`src/rtl/mna_pkg.sv`:
```
// Shared definitions for the master-side NoC flit serializer:
// flit type codes, FSM states and flit field positions.
package mna_pkg;

    localparam int TYPE_W = 2;

    localparam logic [TYPE_W-1:0] FLIT_INVALID = 2'b00;
    localparam logic [TYPE_W-1:0] FLIT_HEAD    = 2'b01;
    localparam logic [TYPE_W-1:0] FLIT_BODY    = 2'b10;
    localparam logic [TYPE_W-1:0] FLIT_TAIL    = 2'b11;

    typedef enum logic [1:0] {
        ST_IDLE,
        ST_HEAD,
        ST_BODY,
        ST_TAIL
    } state_t;

    // A single-VC network still carries a 1-bit VC field.
    function automatic int vc_width(input int num_vc);
        return (num_vc > 1) ? $clog2(num_vc) : 1;
    endfunction

    // Flit layout is {type, vc, payload}, payload at bit 0.
    function automatic int type_lsb(input int vc_w, input int payload_w);
        return vc_w + payload_w;
    endfunction

    function automatic int vc_lsb(input int payload_w);
        return payload_w;
    endfunction

    function automatic int tail_write_bit(input int payload_w);
        return payload_w - 1;
    endfunction

endpackage

```
`src/rtl/mna_rr_vc_arbiter.sv`:
```
// Round-robin virtual-channel picker: grants the lowest free VC at or
// after the pointer (wrapping), and moves the pointer past it on advance.
module mna_rr_vc_arbiter
    import mna_pkg::*;
#(
    parameter  int NUM_VC = 8,
    localparam int VC_W   = vc_width(NUM_VC)
) (
    input  logic              clk,
    input  logic              rst,
    input  logic [NUM_VC-1:0] req_i,
    input  logic              advance_i,
    output logic [VC_W-1:0]   grant_idx_o,
    output logic              grant_valid_o
);

    localparam logic [VC_W-1:0] LAST_VC = VC_W'(NUM_VC - 1);

    logic [VC_W-1:0] ptr_q;
    logic [VC_W-1:0] ptr_d;
    logic [VC_W-1:0] cand;

    // Scan from the farthest offset down so the nearest free VC wins.
    // NOTE: every variable written here gets a default first; a path that
    // leaves one unassigned would infer a latch.
    always_comb begin
        grant_idx_o   = '0;
        grant_valid_o = 1'b0;
        cand          = '0;
        for (int k = NUM_VC - 1; k >= 0; k--) begin
            cand = VC_W'((int'(ptr_q) + k) % NUM_VC);
            if (req_i[cand]) begin
                grant_idx_o   = cand;
                grant_valid_o = 1'b1;
            end
        end
    end

    always_comb begin
        ptr_d = ptr_q;
        if (advance_i && grant_valid_o) begin
            ptr_d = (grant_idx_o == LAST_VC) ? '0 : grant_idx_o + VC_W'(1);
        end
    end

    // NOTE: state registers use non-blocking assignments so every flop
    // samples pre-edge values regardless of block ordering.
    always_ff @(posedge clk) begin
        if (rst) begin
            ptr_q <= '0;
        end else begin
            ptr_q <= ptr_d;
        end
    end

endmodule

```
`src/rtl/mna_flit_serializer.sv`:
```
// Takes one AXI4-Lite-derived request at a time, claims a free VC
// round-robin, and emits head / body... / tail flits under backpressure.
module mna_flit_serializer
    import mna_pkg::*;
#(
    parameter  int NUM_VC    = 8,
    parameter  int PAYLOAD_W = 32,
    parameter  int DATA_W    = 32,
    localparam int VC_W      = vc_width(NUM_VC),
    localparam int STRB_W    = DATA_W / 8,
    localparam int FLIT_W    = TYPE_W + VC_W + PAYLOAD_W
) (
    input  logic              clk,
    input  logic              rst,
    input  logic              req_valid,
    output logic              req_ready,
    input  logic              req_write,
    input  logic [31:0]       req_addr,
    input  logic [DATA_W-1:0] req_wdata,
    input  logic [STRB_W-1:0] req_wstrb,
    input  logic [NUM_VC-1:0] vc_allocatable,
    output logic [FLIT_W-1:0] flit_out,
    output logic              flit_valid,
    input  logic              flit_ready,
    output logic              busy
);

    localparam int NB          = DATA_W / PAYLOAD_W;
    localparam int BEAT_W      = (NB > 1) ? $clog2(NB) : 1;
    localparam int TAIL_WR_BIT = tail_write_bit(PAYLOAD_W);
    localparam logic [BEAT_W-1:0] LAST_BEAT = BEAT_W'(NB - 1);

    state_t              state_q, state_d;
    logic [FLIT_W-1:0]   flit_q, flit_d;
    logic                flit_valid_q, flit_valid_d;
    logic [BEAT_W-1:0]   beat_q, beat_d;

    logic                write_q;
    logic [DATA_W-1:0]   wdata_q;
    logic [STRB_W-1:0]   wstrb_q;
    logic [VC_W-1:0]     vc_q;

    logic [VC_W-1:0]     grant_idx;
    logic                grant_valid;
    logic                accept;
    logic                fire;
    logic [BEAT_W-1:0]   body_idx;
    logic [PAYLOAD_W-1:0] head_payload;
    logic [PAYLOAD_W-1:0] body_payload;
    logic [PAYLOAD_W-1:0] tail_payload;

    mna_rr_vc_arbiter #(
        .NUM_VC (NUM_VC)
    ) u_arb (
        .clk           (clk),
        .rst           (rst),
        .req_i         (vc_allocatable),
        .advance_i     (accept),
        .grant_idx_o   (grant_idx),
        .grant_valid_o (grant_valid)
    );

    // grant_valid is exactly |vc_allocatable, so readiness never waits on req_valid.
    assign req_ready = (state_q == ST_IDLE) && grant_valid;
    assign accept    = req_valid && req_ready;
    assign fire      = flit_valid_q && flit_ready;

    // The body index is the slice that follows the flit now on the wire.
    assign body_idx     = (state_q == ST_HEAD) ? '0 : beat_q + BEAT_W'(1);
    assign head_payload = PAYLOAD_W'(req_addr);
    assign body_payload = PAYLOAD_W'(wdata_q >> (PAYLOAD_W * int'(body_idx)));

    always_comb begin
        tail_payload              = '0;
        tail_payload[TAIL_WR_BIT] = write_q;
        if (write_q) begin
            tail_payload[STRB_W-1:0] = wstrb_q;
        end
    end

    always_ff @(posedge clk) begin
        if (rst) begin
            state_q <= ST_IDLE;
        end else begin
            state_q <= state_d;
        end
    end

    always_comb begin
        state_d = state_q;
        unique case (state_q)
            ST_IDLE: if (accept) state_d = ST_HEAD;
            ST_HEAD: if (fire)   state_d = write_q ? ST_BODY : ST_TAIL;
            ST_BODY: if (fire && beat_q == LAST_BEAT) state_d = ST_TAIL;
            ST_TAIL: if (fire)   state_d = ST_IDLE;
            default: state_d = ST_IDLE;
        endcase
    end

    // Next registered flit: each handshake loads the following flit, so the
    // wire carries one flit per cycle with no bubbles.
    always_comb begin
        flit_d       = flit_q;
        flit_valid_d = flit_valid_q;
        beat_d       = beat_q;
        unique case (state_q)
            ST_IDLE: begin
                if (accept) begin
                    flit_d       = {FLIT_HEAD, grant_idx, head_payload};
                    flit_valid_d = 1'b1;
                    beat_d       = '0;
                end
            end
            ST_HEAD: begin
                if (fire) begin
                    flit_d = write_q ? {FLIT_BODY, vc_q, body_payload}
                                     : {FLIT_TAIL, vc_q, tail_payload};
                end
            end
            ST_BODY: begin
                if (fire) begin
                    if (beat_q == LAST_BEAT) begin
                        flit_d = {FLIT_TAIL, vc_q, tail_payload};
                    end else begin
                        flit_d = {FLIT_BODY, vc_q, body_payload};
                        beat_d = body_idx;
                    end
                end
            end
            ST_TAIL: begin
                if (fire) begin
                    flit_d       = {FLIT_INVALID, {(FLIT_W - TYPE_W){1'b0}}};
                    flit_valid_d = 1'b0;
                end
            end
            default: begin
                flit_d       = '0;
                flit_valid_d = 1'b0;
            end
        endcase
    end

    always_ff @(posedge clk) begin
        if (rst) begin
            flit_q       <= '0;
            flit_valid_q <= 1'b0;
            beat_q       <= '0;
        end else begin
            flit_q       <= flit_d;
            flit_valid_q <= flit_valid_d;
            beat_q       <= beat_d;
        end
    end

    // NOTE: request payload registers carry no reset; they are only read
    // while the FSM is past IDLE, which guarantees a prior load.
    always_ff @(posedge clk) begin
        if (accept) begin
            write_q <= req_write;
            wdata_q <= req_wdata;
            wstrb_q <= req_wstrb;
            vc_q    <= grant_idx;
        end
    end

    assign flit_out   = flit_q;
    assign flit_valid = flit_valid_q;
    assign busy       = (state_q != ST_IDLE);

endmodule

```
`config.mk`:
```
export PLATFORM = sky130hd
export DESIGN_NAME = mna_flit_serializer
export DESIGN_NICKNAME = d
export VERILOG_FILES = /design/src/rtl/mna_pkg.sv /design/src/rtl/mna_rr_vc_arbiter.sv /design/src/rtl/mna_flit_serializer.sv
export SDC_FILE = /design/constraint.sdc
export NUM_CORES = 1
export LEC_CHECK = 0
export ABC_AREA = 1
export CORE_MARGIN = 8
export CORE_UTILIZATION = 43
export DETAILED_ROUTE_END_ITERATION = 7
export PLACE_DENSITY = 0.77
export SLEW_MARGIN = 10
export SYNTH_ARGS = -nofsm -noshare
export SYNTH_HDL_FRONTEND = slang
export SYNTH_SLANG_ARGS = --single-unit
export TNS_END_PERCENT = 50
```
`constraint.sdc`:
```
create_clock -name clk -period 2.61 [get_ports clk]
set_clock_uncertainty 0.05 [all_clocks]
set_input_delay 0.261 -clock clk [delete_from_list [all_inputs] [get_ports clk]]
set_output_delay 0.261 -clock clk [all_outputs]
set_load 0.01 [all_outputs]
```
==> summary by stage <==
Status
The flow ran to the end, and the final reports show no timing, DRC or antenna violations.

Clock network
In this run the clock root is driven by a sky130_fd_sc_hd__clkbuf_8. The number of buffers between clock root and the deepest sink is 2. The depth of the CTS H-tree is 3.

Counting the buffers created by CTS gives 9. After clock tree synthesis, the clock-pin slew on the worst setup and hold paths is around 0.09 ns. The TritonCTS clock tree is done. The quantity of hold-fixing buffers added after cts is 0. The number of clock sinks is 84. For the worst-skew pair, the clock arrives at the later sink with an insertion delay of 0.35 ns.

Route
In the final routed layout, each cell accounts on average for ~15 um. In the routed design, unresolved DRC markers number 0. The via-per-instance ratio is 5.10.

The number of vias in the routed layout is 3995. The total wire length is 11.6 mm. For this run, the detailed router's first-pass iteration total came to 5. The violation count after the first detailed-routing iteration is ~310.

The remaining antenna violation count is 0.

GRT
The initial antenna violation count is 0. Global routing consumed, over all layers together, 17.7% of the routing resources. The number of global-route vias before repair is between 3000 and 4000. The global-route wire length before repair is about 18 mm.

The pin count of the biggest net entering global routing is 42. The remaining global-route overflow is 0.

Critical path
The kind of start point of the critical path is a register. The most numerous cell type found on the critical path is sky130_fd_sc_hd__nand3_1. For the worst setup path, the data required time is 2.30 ns. The stage delay of the slowest cell on the critical path is ~0.37 ns. The worst register-to-register path begins at u_arb.ptr_q[0]$_SDFFE_PP0P_. STA classifies the critical path endpoint as an output pin. The kind of critical path is reg -> out.

Walking the worst path, the cells encountered are inv_2, ha_4, inv_4, nand3_1, nand3_1, nand2_2, nor2_2, nand4_2, inv_1, nor2_1, dlygate4sd2_1. The largest fanout of any net on the critical path is 6. The most critical setup path has its startpoint at u_arb.ptr_q[0]$_SDFFE_PP0P_. The cell with the largest stage delay on the worst path is sky130_fd_sc_hd__dfxtp_4. STA puts the critical path data arrival time at 2.14 ns.

Layout
At the end of the flow, the number of nets in the layout was 735. The area added between synthesis and finish is 41.2%. Of the cells placed in the final design, the portion with a size suffix greater than 1 is 11.4%.

The final non-filler cell total is around 800. The repair_antennas step left the layout with diodes totalling 0.

Timing
The upper clock frequency limit is ~410 MHz. At the pin with the least slew margin, the transition time is 0.514 ns. The number of max-slew violations in the final report was 0.

The final sum of negative setup slack is 0 ns. The worst max-slew margin expressed relative to the limit is about two thirds. The count of final hold-check violations was 0.

The worst path needs around 2.5 ns of the cycle, external delays included. The final-report setup violation count is 0. In the finished design, the share of the clock period the worst path needs comes to 93.9%.

Floorplanning
After floorplanning, the core was sized to cover 9550 um^2. The die extent in y is 114 um. The horizontal die dimension is 114 um. The floorplan row count is 36.

The die covers 13000 um^2. For this configuration, the core starts out at a cell density of between 40% and 50%. The count of pins on the block boundary is around 120.

Place
Port buffering added 120 buffers. Detailed placement ended at an HPWL of 8.26 mm. Routability-driven placement finished with a final weighted congestion of 0.887. The number of cells in the design after placement is about 760.

Worst hold path
The start point of the worst min-delay path is req_wdata[8]. The path type of the worst min-delay path is in -> reg.

Logic synthesis
Summed over all instances, the cell type with the most area after synthesis is sky130_fd_sc_hd__edfxtp_1. Synthesis instantiated 32 different standard cells from the library. The sequential-to-total area share from yosys stat is 50.3%.

The number of nets in the synthesized netlist is 610. By area the synthesized netlist is led by sky130_fd_sc_hd__edfxtp_1, sky130_fd_sc_hd__dfxtp_1, sky130_fd_sc_hd__nand2_1. The average footprint of a synthesized cell is 7.96 um^2. The cell area that synthesis handed to floorplanning was about 4100 um^2. After synthesis the netlist holds a flip-flop and latch count of 84. For this run, the number of Yosys warnings is 0. The post-synthesis cell count is 520. The area fraction of the dominant cell type after synthesis is 29.0%.

Pwr
The power density over the cells is 1370 nW/um^2. IR analysis of the VDD net gives a maximum drop of 0.000883 V. The cell leakage power is between 2 and 2.5 nW. Power comes to between 8 and 9 mW.

Flow run
The tool flagged a number of max-cap violations equal to 0.
## synth_stat cells
| library cell | count |
|---|---|
| sky130_fd_sc_hd__nand2_2 | 3 |
| sky130_fd_sc_hd__nand4_2 | 1 |
| sky130_fd_sc_hd__a31oi_1 | 2 |
| sky130_fd_sc_hd__xor2_2 | 1 |
| sky130_fd_sc_hd__edfxtp_1 | 40 |
| sky130_fd_sc_hd__xnor2_1 | 2 |
| sky130_fd_sc_hd__a21oi_1 | 14 |
| sky130_fd_sc_hd__clkbuf_1 | 13 |
| sky130_fd_sc_hd__dfxtp_1 | 44 |
| sky130_fd_sc_hd__clkinv_1 | 1 |
| sky130_fd_sc_hd__buf_2 | 3 |
| sky130_fd_sc_hd__o21ai_0 | 19 |
| sky130_fd_sc_hd__inv_2 | 4 |
| sky130_fd_sc_hd__buf_6 | 3 |
| sky130_fd_sc_hd__nor2_2 | 4 |
| sky130_fd_sc_hd__buf_4 | 1 |
| sky130_fd_sc_hd__nand3_2 | 1 |
| sky130_fd_sc_hd__buf_1 | 1 |
| sky130_fd_sc_hd__nand2_4 | 2 |
| sky130_fd_sc_hd__inv_1 | 22 |
| sky130_fd_sc_hd__nor3_1 | 1 |
| sky130_fd_sc_hd__ha_1 | 9 |
| sky130_fd_sc_hd__a32o_1 | 4 |
| sky130_fd_sc_hd__nand2_1 | 152 |
| sky130_fd_sc_hd__xor2_1 | 1 |
| sky130_fd_sc_hd__nand3_1 | 65 |
| sky130_fd_sc_hd__o21ai_1 | 20 |
| sky130_fd_sc_hd__buf_8 | 3 |
| sky130_fd_sc_hd__nor2_1 | 80 |
| sky130_fd_sc_hd__nand3_4 | 1 |
| sky130_fd_sc_hd__a221o_1 | 1 |
| sky130_fd_sc_hd__inv_4 | 2 |
## layer usage
layer	up-vias	GRT usage [%]	share of wire, %	wire, um
met3	20	5.38	7.3	853
met4	0	7.99	2.6	308
li1	1962	-	-	-
met5	-	0	0	0
met1	1850	19.8	41	4730
met2	163	30.4	49	5750
## registers in the layout (all words and copies together) (netlist names)
name	flops
write_q	1
beat_q	1
flit_valid	1
flit_out	37
state_q	2
wstrb_q	4
vc_q	3
u_arb.ptr_q	3
wdata_q	32
## cell usage in the layout, fill, tap and decap left out, types with 2 or more instances in the layout
| master | instances |
|---|---|
| sky130_fd_sc_hd__nand3_2 | 10 |
| sky130_fd_sc_hd__clkbuf_8 | 9 |
| sky130_fd_sc_hd__o21ai_0 | 18 |
| sky130_fd_sc_hd__a21oi_1 | 13 |
| sky130_fd_sc_hd__nor2_1 | 79 |
| sky130_fd_sc_hd__a32o_1 | 4 |
| sky130_fd_sc_hd__ha_1 | 8 |
| sky130_fd_sc_hd__buf_12 | 2 |
| sky130_fd_sc_hd__inv_6 | 2 |
| sky130_fd_sc_hd__nand2_4 | 2 |
| sky130_fd_sc_hd__clkdlybuf4s50_1 | 119 |
| sky130_fd_sc_hd__xnor2_1 | 2 |
| sky130_fd_sc_hd__o21ai_1 | 21 |
| sky130_fd_sc_hd__inv_2 | 3 |
| sky130_fd_sc_hd__edfxtp_1 | 40 |
| sky130_fd_sc_hd__dfxtp_2 | 2 |
| sky130_fd_sc_hd__a31oi_1 | 2 |
| sky130_fd_sc_hd__bufinv_16 | 2 |
| sky130_fd_sc_hd__nand2_2 | 8 |
| sky130_fd_sc_hd__nand3_1 | 56 |
| sky130_fd_sc_hd__inv_1 | 21 |
| sky130_fd_sc_hd__inv_4 | 2 |
| sky130_fd_sc_hd__clkinvlp_4 | 2 |
| sky130_fd_sc_hd__nor2_2 | 5 |
| sky130_fd_sc_hd__buf_4 | 16 |
| sky130_fd_sc_hd__nand2_1 | 147 |
| sky130_fd_sc_hd__dfxtp_1 | 41 |
## critical path: cells and delay by family, from the launching register on
| family | cells | cell delay [ns] |
|---|---|---|
| adder cells (fa/ha/maj) | 1 | 0.27 |
| buffers and inverters | 4 | 0.50 |
| flip-flops | 1 | 0.37 |
| AND/OR/NAND/NOR | 6 | 0.66 |
## what timing repair did
action,in CTS,in global routing
resized for setup,7,17
setup buffers,0,3
setup endpoints to repair,1,6
pin swaps,0,2
## per-stage QoR
stage,instance area (um^2),hold slack (ns),setup WS [ns],utilization [%]
final,5850,0.412,0.158,61.2
after global routing,5850,0.390,-0.0108,61.2
after CTS,5760,0.392,0.112,60.3
after detailed placement,5510,0.421,0.00444,57.7
after global placement,5510,0.398,0.0711,57.7
after floorplan,4160,0.280,0.0785,-
## worst paths after layout
kind,slack (ns),to,cells past startpoint
worst max-delay path,0.16,req_ready,11
worst min-delay path,0.41,wdata_q[8]$_DFFE_PP_,1
worst max register to register,0.18,u_arb.ptr_q[0]$_SDFFE_PP0P_,19
worst min register to register,0.43,beat_q$_SDFFE_PP0P_,2
## power by group
group	total, mW	internal, mW	switching, mW
clock network	1.08	0.605	0.472
logic	4.80	1.93	2.87
registers	2.15	1.92	0.229
total	8.03	4.46	3.57
## cell type report
type                    instances  area, um^2
repair buffers                138        1360
clock buffers                  10         149
fillers                       827        3700
clock inverters                 6        92.6
multi-input cells             383        1870
flip-flops and latches         84        2090
inverters                      29         123
well taps                     133         166
## cell families (layout without fill, tap and decap cells)
group / after synthesis / in the layout / synth area share, %
compound gates: 60 / 60 / 7.92
xor+xnor: 4 / 4 / 1.03
fa+ha+maj: 9 / 9 / 2.72
buf+inv: 53 / 183 / 6.47
flops: 84 / 84 / 50.3
simple gates: 310 / 310 / 31.6
No activity file was read; power rests on OpenSTA's default activity.
